### src/rtl/os_sched.sv
`default_nettype none
// ============================================================================
// Module   : os_sched
// Purpose  : Frame scheduler for the overlap-save frequency-domain path.
//            Tracks frames launched into the FFT by os_buffer, throttles the
//            upstream sample source when MAXF frames are in flight, and on
//            the IFFT output drops the first N (aliased) samples of each 2N
//            frame while forwarding the last N bit-exact.
// Ports    : i_clk, i_rst (async, active-high)
//            i_fft_start / i_fft_valid     - os_buffer frame start / sample valid
//            i_ifft_valid, i_ifft_yI/yQ    - IFFT output stream (natural order)
//            o_src_en                      - upstream may present samples
//            o_y_valid, o_yI/o_yQ          - kept output samples
//            o_frame_done                  - pulse with last kept sample
//            o_inflight                    - frames launched, not completed
//            o_frame_cnt                   - completed frames (wrapping)
//            o_err                         - sticky protocol error
// Option   : OS_SCHED_ERR_EN - enables the input tracker and the sticky
//            protocol error; when undefined o_err is tied to 0.
// Revision : 1.0 - initial release
// ============================================================================
module os_sched #(
  parameter int N    = 16,
  parameter int WN   = 9,
  parameter int MAXF = 2,
  parameter int FCW  = 16
) (
  input  logic                       i_clk,
  input  logic                       i_rst,
  input  logic                       i_fft_start,
  input  logic                       i_fft_valid,
  input  logic                       i_ifft_valid,
  input  logic [WN-1:0]              i_ifft_yI,
  input  logic [WN-1:0]              i_ifft_yQ,
  output logic                       o_src_en,
  output logic                       o_y_valid,
  output logic [WN-1:0]              o_yI,
  output logic [WN-1:0]              o_yQ,
  output logic                       o_frame_done,
  output logic [$clog2(MAXF+1)-1:0]  o_inflight,
  output logic [FCW-1:0]             o_frame_cnt,
  output logic                       o_err
);

  localparam int IW = $clog2(MAXF + 1);
  localparam int XW = $clog2(2 * N);
  localparam logic [IW-1:0] MAXF_C   = IW'(MAXF);
  localparam logic [XW-1:0] HALF_IDX = XW'(N - 1);
  localparam logic [XW-1:0] LAST_IDX = XW'(2 * N - 1);

  typedef enum logic [0:0] {
    S_DISCARD = 1'b0,
    S_KEEP    = 1'b1
  } state_t;

  state_t          state_q, state_d;
  logic [XW-1:0]   oidx_q, oidx_d;
  logic [IW-1:0]   inflight_q, inflight_d;
  logic            y_valid_q, y_valid_d;
  logic [WN-1:0]   yi_q, yi_d;
  logic [WN-1:0]   yq_q, yq_d;
  logic            frame_done_q, frame_done_d;
  logic [FCW-1:0]  frame_cnt_q, frame_cnt_d;

  logic accept;
  logic frame_last;
  logic overflow;
  logic inc;

  // A sample only belongs to a frame if one is in flight, or one is being
  // launched in this very cycle.
  assign accept     = i_ifft_valid && ((inflight_q != '0) || i_fft_start);
  assign frame_last = accept && (state_q == S_KEEP) && (oidx_q == LAST_IDX);
  assign overflow   = i_fft_start && (inflight_q == MAXF_C) && !frame_last;
  assign inc        = i_fft_start && !overflow;

  always_comb begin
    state_d      = state_q;
    oidx_d       = oidx_q;
    inflight_d   = inflight_q;
    y_valid_d    = 1'b0;
    yi_d         = yi_q;
    yq_d         = yq_q;
    frame_done_d = 1'b0;
    frame_cnt_d  = frame_cnt_q;

    // Credit counter: a start and a completion in the same cycle cancel.
    case ({inc, frame_last})
      2'b10:   inflight_d = inflight_q + IW'(1);
      2'b01:   inflight_d = inflight_q - IW'(1);
      default: inflight_d = inflight_q;
    endcase

    if (accept) begin
      case (state_q)
        S_DISCARD: begin
          oidx_d = oidx_q + XW'(1);
          if (oidx_q == HALF_IDX) begin
            state_d = S_KEEP;
          end
        end
        S_KEEP: begin
          y_valid_d = 1'b1;
          yi_d      = i_ifft_yI;
          yq_d      = i_ifft_yQ;
          if (oidx_q == LAST_IDX) begin
            oidx_d       = '0;
            state_d      = S_DISCARD;
            frame_done_d = 1'b1;
            frame_cnt_d  = frame_cnt_q + FCW'(1);
          end else begin
            oidx_d = oidx_q + XW'(1);
          end
        end
        default: begin
          state_d = S_DISCARD;
          oidx_d  = '0;
        end
      endcase
    end
  end

  always_ff @(posedge i_clk or posedge i_rst) begin
    if (i_rst) begin
      state_q      <= S_DISCARD;
      oidx_q       <= '0;
      inflight_q   <= '0;
      y_valid_q    <= 1'b0;
      yi_q         <= '0;
      yq_q         <= '0;
      frame_done_q <= 1'b0;
      frame_cnt_q  <= '0;
    end else begin
      state_q      <= state_d;
      oidx_q       <= oidx_d;
      inflight_q   <= inflight_d;
      y_valid_q    <= y_valid_d;
      yi_q         <= yi_d;
      yq_q         <= yq_d;
      frame_done_q <= frame_done_d;
      frame_cnt_q  <= frame_cnt_d;
    end
  end

`ifdef OS_SCHED_ERR_EN
  // Input-side tracker: counts os_buffer valids within a frame so a start
  // arriving before 2N valids (short frame) can be flagged.
  logic [XW-1:0] iidx_q, iidx_d;
  logic          err_q, err_d;

  always_comb begin
    iidx_d = iidx_q;
    if (i_fft_start) begin
      // A valid coinciding with the start is the first sample of the frame.
      iidx_d = i_fft_valid ? XW'(1) : '0;
    end else if (i_fft_valid) begin
      iidx_d = (iidx_q == LAST_IDX) ? '0 : iidx_q + XW'(1);
    end

    err_d = err_q
          | overflow
          | (i_fft_start && (iidx_q != '0))
          | (i_ifft_valid && !accept);
  end

  always_ff @(posedge i_clk or posedge i_rst) begin
    if (i_rst) begin
      iidx_q <= '0;
      err_q  <= 1'b0;
    end else begin
      iidx_q <= iidx_d;
      err_q  <= err_d;
    end
  end

  assign o_err = err_q;
`else
  // Without error checking the input valid has no consumer.
  logic unused_fft_valid;
  assign unused_fft_valid = i_fft_valid;
  assign o_err            = 1'b0;
`endif

  assign o_src_en     = (inflight_q < MAXF_C);
  assign o_y_valid    = y_valid_q;
  assign o_yI         = yi_q;
  assign o_yQ         = yq_q;
  assign o_frame_done = frame_done_q;
  assign o_inflight   = inflight_q;
  assign o_frame_cnt  = frame_cnt_q;

endmodule
`default_nettype wire

### config.mk
export PLATFORM = sky130hd
export DESIGN_NAME = os_sched
export DESIGN_NICKNAME = d
export VERILOG_FILES = /design/src/rtl/os_sched.sv
export SDC_FILE = /design/constraint.sdc
export NUM_CORES = 1
export LEC_CHECK = 0
export CORE_MARGIN = 2
export CORE_UTILIZATION = 25
export CTS_BUF_LIST = sky130_fd_sc_hd__clkbuf_16
export CTS_CLUSTER_DIAMETER = 200
export DETAILED_ROUTE_END_ITERATION = 7
export HOLD_SLACK_MARGIN = 0.1
export PLACE_DENSITY = 0.6
export SYNTH_ARGS = -nofsm -noshare
export SYNTH_HDL_FRONTEND = slang
export SYNTH_SLANG_ARGS = --single-unit
export TNS_END_PERCENT = 50
### constraint.sdc
create_clock -name i_clk -period 2.7 [get_ports i_clk]
set_clock_uncertainty 0.05 [all_clocks]
set_input_delay 0.54 -clock i_clk [delete_from_list [all_inputs] [get_ports i_clk]]
set_output_delay 0.54 -clock i_clk [all_outputs]
set_load 0.01 [all_outputs]
; ---- Word-level counts from Yosys, hierarchy flattened
; Cells that the tools add are included.
[totals]
wordCells = 43
out_inout_bits = 40
ff_bits = 44
[op_classes]
n_lt_le_gt_ge = 1
n_eq_ne = 5
n_addsub = 4
reduce_logical = 13
muxes = 11
bitwise_logic = 1
[ops]
columns = op, count
row1 = "adder 16 x 1 -> 16 bit, second input constant", 1
row2 = case mux 5 bit (2 select lines), 1
row3 = two-way mux 1 bit, 7
row4 = logical AND 1 bit, 6
row5 = "adder 5 x 1 -> 5 bit, second input constant", 1
row6 = "equality test 5 x 4 -> 1 bit, second input constant", 1
row7 = "equality test 5 bit, second input constant", 1
row8 = two-way mux 5 bit, 1
row9 = "equality test 2 bit, second input constant", 2
row10 = case mux 2 bit (2 select lines), 1
row11 = nonzero test 2 bit, 2
row12 = AND reduction 3 bit, 1
row13 = "adder 2 x 1 -> 2 bit, second input constant", 1
row14 = "equality test 2 x 1 -> 1 bit, second input constant", 1
row15 = logical NOT 1 bit, 2
row16 = "less-than comparator 2 bit, second input constant", 1
row17 = case mux 1 bit (2 select lines), 1
row18 = AND reduction 2 bit, 1
row19 = "subtractor 2 x 1 -> 2 bit, second input constant", 1
row20 = logical OR 1 bit, 1
row21 = inverter 1 bit, 1

; ---- Longest topological paths before layout
[depth]
word_depth = 11
depth_mapped = 9

; ---- Worst setup path after synthesis
; No wires, ideal clock.
[synth_timing]
path_kind = reg2reg
startpoint = reg oidx_q[0]
endpoint = reg frame_cnt_q[14] (netlist: o_frame_cnt[14])
stages_incl_launch_ff = 10
slack_ns = 0.720
arrival_time_ns = 1.851
period_less_slack_ns = 1.980
n_path_buf = 1
cell_sequence = dfrtp_1 > ha_1 > nand3_1 > inv_1 > ha_1 > nand3_2 > nand4bb_1 > buf_2 > nor4_4 > xor2_1
[synth_between]
elab_chain_len = 2
[synth_lines]
columns = element, line
row1 = start: declaration, 57  ; logic [XW-1:0] oidx_q, oidx_d;
row2 = start signal: assignment, 135  ; oidx_q <= oidx_d;
row3 = equality test 5 bit, 106  ; if (oidx_q == LAST_IDX) begin
row4 = AND reduction 3 bit (no line), n/a
row5 = end signal: assignment, 141  ; frame_cnt_q <= frame_cnt_d;
row6 = end: declaration, 63  ; logic [FCW-1:0] frame_cnt_q, frame_cnt_d;
; No other way between the ends.
; A chain may end at the register's enable or synchronous reset.

; ---- Worst setup path after layout
[layout_timing]
startpoint = reg oidx_q[0]
endpoint = reg frame_cnt_q[15] (netlist: o_frame_cnt[15])
; Same word-level chain as after synthesis.

==> metrics.md <==
| Metric | Value |
|---|---|
| DR WL/cell | `between 10 and 15 um` |
| Hold path depth | `1` |
| P_leak | `approximately 0.0012 uW` |
| Cell Area, Synth | `roughly 1900 um^2` |
| Worst Setup Path Type | `flop to flop` |
| Area growth syn-to-layout | `46.78%` |
| Die area | `roughly 8300 um^2` |
| Buffer depth of the longest clock path | `2` |
| Via count | `1362` |
| R2R Path Start | `oidx_q[0]$_DFFE_PP0P_` |
| Port Buffer Count | `60` |
| Fin. Hold Viols | `0` |
| Die Y-Extent | `approximately 91 um` |
| Slowest stage delay, CP | `between 0.3 and 0.4 ns` |
| HP Class | `flop to flop` |
| Ys Warns | `0` |
| Clock transition at path regs | `0.06 ns` |
| Slew Limit Fails | `0` |
| Die W | `slightly above 90 um` |
| Yosys reg bits | `44` |
| Pwr Density | `roughly 900 nW/um^2` |
| Critical hold path startpoint | `oidx_q[4]$_DFFE_PP0P_` |
| Fraction of layout cells with a size suffix above 1 | `between 10% and 20%` |
| F_max | `between 400 and 500 MHz` |
| Slowest cell on crit path | `dfrtp_1` |
| Most used cell, CP | `ha_1` |
| Resized Gates After CTS | `0` |
| Critical-path cell list | `ha_1 > nand3_1 > inv_1 > ha_1 > nand3_2 > nand4bb_1 > buf_4 > nor4_1 > xor2_1` |
| Initial Util | `between 20% and 30%` |
| Placer Congestion | `about 0.7` |
| CTS Sinks | `44` |
| Final Setup Violations | `0` |
| Worst EP arrival | `around 2.4 ns` |
| FF-to-FF path depth | `9` |
| Post-synthesis sequential area ratio | `a little under 60%` |
| Max H-tree Level | `2` |
| Global-route wire length before repair | `approximately 6400 um` |
| RSZ-0062 raised after global routing | `no` |
| ANT nets after route | `0` |
| Dpl hpwl | `around 2600 um` |
| Distinct cells, synth | `33` |
| Post-CTS Setup Bufs | `0` |
| WP data required | `between 2 and 3 ns` |
| Row cnt | `31` |
| Setup TNS | `0 ns` |
| Status | `finished clean` |
| Finished Core Util | `38.13%` |
| Grt ovf | `0` |
| Crit. End Element | `flop` |
| Ports | `63` |
| DRT iter0 DRCs | `14` |
| Worst Path Max Fanout | `11` |
| RR Endpoint | `o_frame_cnt[15]$_DFFE_PP0N_` |
| Worst setup SP type | `flop` |
| Fin crit share | `about four fifths` |
| Vias per inst | `4.256` |
| Skew-Pair Late Insertion Delay | `0.28 ns` |
| Post-route minimum period | `about 2.2 ns` |
| Diodes inserted | `0` |
| Number of global-route vias before repair | `1384` |
| Root Buffer | `clkbuf_16` |
| Total GRT Usage | `9.443%` |
| Synthesized instance count | `between 150 and 200` |
| Max-Cap Viols | `0` |
| Placeable Area | `between 7000 and 8000 um^2` |
| Hold buffer count at cts | `0` |
| Nets | `around 250` |
| Routed WL | `3785 um` |
| IR drop worst, VDD | `about 0.00037 V` |
| Syn_nets | `179` |
| Initial antenna violation count | `0` |
| Worst-Margin Slew | `between 0.5 and 0.6 ns` |
| CTS tree | `done` |
| Cts bufs inserted | `5` |
| Slew headroom | `between 60% and 70%` |
| Reg2Reg Setup Slack | `0.49 ns` |
| Largest net degree at the start of global routing | `between 40 and 50` |
| DRC Markers | `0` |
| Avg Cell Area, Syn | `about 12 um^2` |
| 1st-pass router iterations | `2` |
## layout make-up
type | instances | area, um^2
flip-flops and latches | 44 | 1101
multi-input cells | 99 | 753.2
fillers | 732 | 4536
repair buffers | 63 | 623.1
clock buffers | 5 | 125.1
clock inverters | 3 | 42.54
inverters | 7 | 26.28
well taps | 99 | 123.9
## how the worst max path moves through the flow
stage | startpoint | to | slack [ns] | depth (start not counted)
final | oidx_q[0]$_DFFE_PP0P_ | o_frame_cnt[15]$_DFFE_PP0N_ | 0.49 | 9
after global routing | oidx_q[0]$_DFFE_PP0P_ | o_frame_cnt[15]$_DFFE_PP0N_ | 0.30 | 9
after CTS | oidx_q[0]$_DFFE_PP0P_ | o_frame_cnt[15]$_DFFE_PP0N_ | 0.43 | 9
after detailed placement | i_fft_start | o_yQ[6]$_DFFE_PP0P_ | 0.29 | 5
after global placement | i_ifft_valid | o_frame_cnt[15]$_DFFE_PP0N_ | 0.31 | 6
after floorplan | oidx_q[0]$_DFFE_PP0P_ | o_frame_cnt[14]$_DFFE_PP0N_ | 0.72 | 9
## synthesized netlist by cell type, drive strengths merged
master / n / share of area [%]
nor2: 5 / 0.99
nand3: 8 / 2.4
inv: 7 / 1.4
buf: 3 / 1.2
a221oi: 1 / 0.46
mux2: 19 / 11
a21oi: 4 / 1.1
xor2: 11 / 5.1
nor4b: 1 / 0.46
ha: 3 / 2.0
nand4bb: 1 / 0.59
dfrtp: 44 / 58
nand4: 3 / 0.99
nand2: 15 / 3.1
o21ai: 4 / 1.1
nand2b: 1 / 0.33
nor4: 3 / 2.1
nor3: 7 / 1.8
nor2b: 1 / 0.33
xnor2: 6 / 2.8
and4: 1 / 0.46
conb: 1 / 0.20
nor3b: 1 / 0.39
and3: 1 / 0.33
o31ai: 2 / 1.5
## kinds of logic (layout without fill, tap and decap cells)
kind of cell,after synthesis,count (layout),synth area share [%]
AOI/OAI and AO/OA,11,11,4.074
and+or+nand+nor,48,48,14.26
muxes,19,19,11.24
adders and majority gates,3,3,1.971
xor gates and xnor gates,17,17,7.819
DFF,44,44,57.82
other,1,1,0.1969
buffers and inverters,10,78,2.628
## where the power goes
| part | internal (uW) | total, uW | switching (uW) | leakage (uW) |
|---|---|---|---|---|
| combinational | 515 | 819 | 304 | 0.000618 |
| sequential | 864 | 1010 | 147 | 0.000548 |
| clock | 435 | 678 | 244 | 0.0000814 |
## placed cells by master (no fill, tap or decap), drive strengths merged
master / instances
nor2: 5
clkbuf: 5
nand4bb: 1
nor3b: 1
nand2b: 1
nand3: 8
xnor2: 6
mux2: 19
clkdlybuf4s50: 60
xor2: 11
inv: 7
nand2: 15
o31ai: 2
buf: 3
nor3: 7
o21ai: 4
nor2b: 1
a221oi: 1
nand4: 3
clkinv: 2
nor4: 3
bufinv: 1
ha: 3
and4: 1
and3: 1
a21oi: 4
dfrtp: 44
conb: 1
nor4b: 1
## layer usage
metal	part of all wire (%)	vias up	wire length, um	track usage, %
met5	0	-	0	0
met4	1.0	0	38	2.399
met3	6.5	5	246	3.402
met2	45	47	1689	15.37
met1	48	649	1811	11.93
li1	-	661	-	-
## critical path, delay by kind of cell, from the launching register on
kind / cells / cell delay (ns)
flip-flops: 1 / 0.39
adder cells (fa/ha/maj): 2 / 0.39
AND/OR/NAND/NOR: 4 / 0.86
buffers and inverters: 2 / 0.26
XOR/XNOR: 1 / 0.17
## state kept, by name (all words and copies together) (netlist names), named ones only
register      cells
o_frame_cnt      16
o_frame_done      1
o_inflight        2
o_yI              9
o_yQ              9
o_y_valid         1
oidx_q            5
## metrics by stage
stage	area [um^2]	instances	setup slack (ns)	power [uW]	hold slack [ns]
3_5_place_dp	2628	312	0.2884	1858	0.4329
6_report	2795	320	0.4884	2509	0.4339
3_3_place_gp	2628	312	0.3069	1836	0.4235
4_1_cts	2795	320	0.4283	2557	0.4324
5_1_grt	2795	320	0.3037	2672	0.4689
2_1_floorplan	1904	153	0.7196	1411	0.4090
Note: power is estimated with default switching activity, not from simulation.
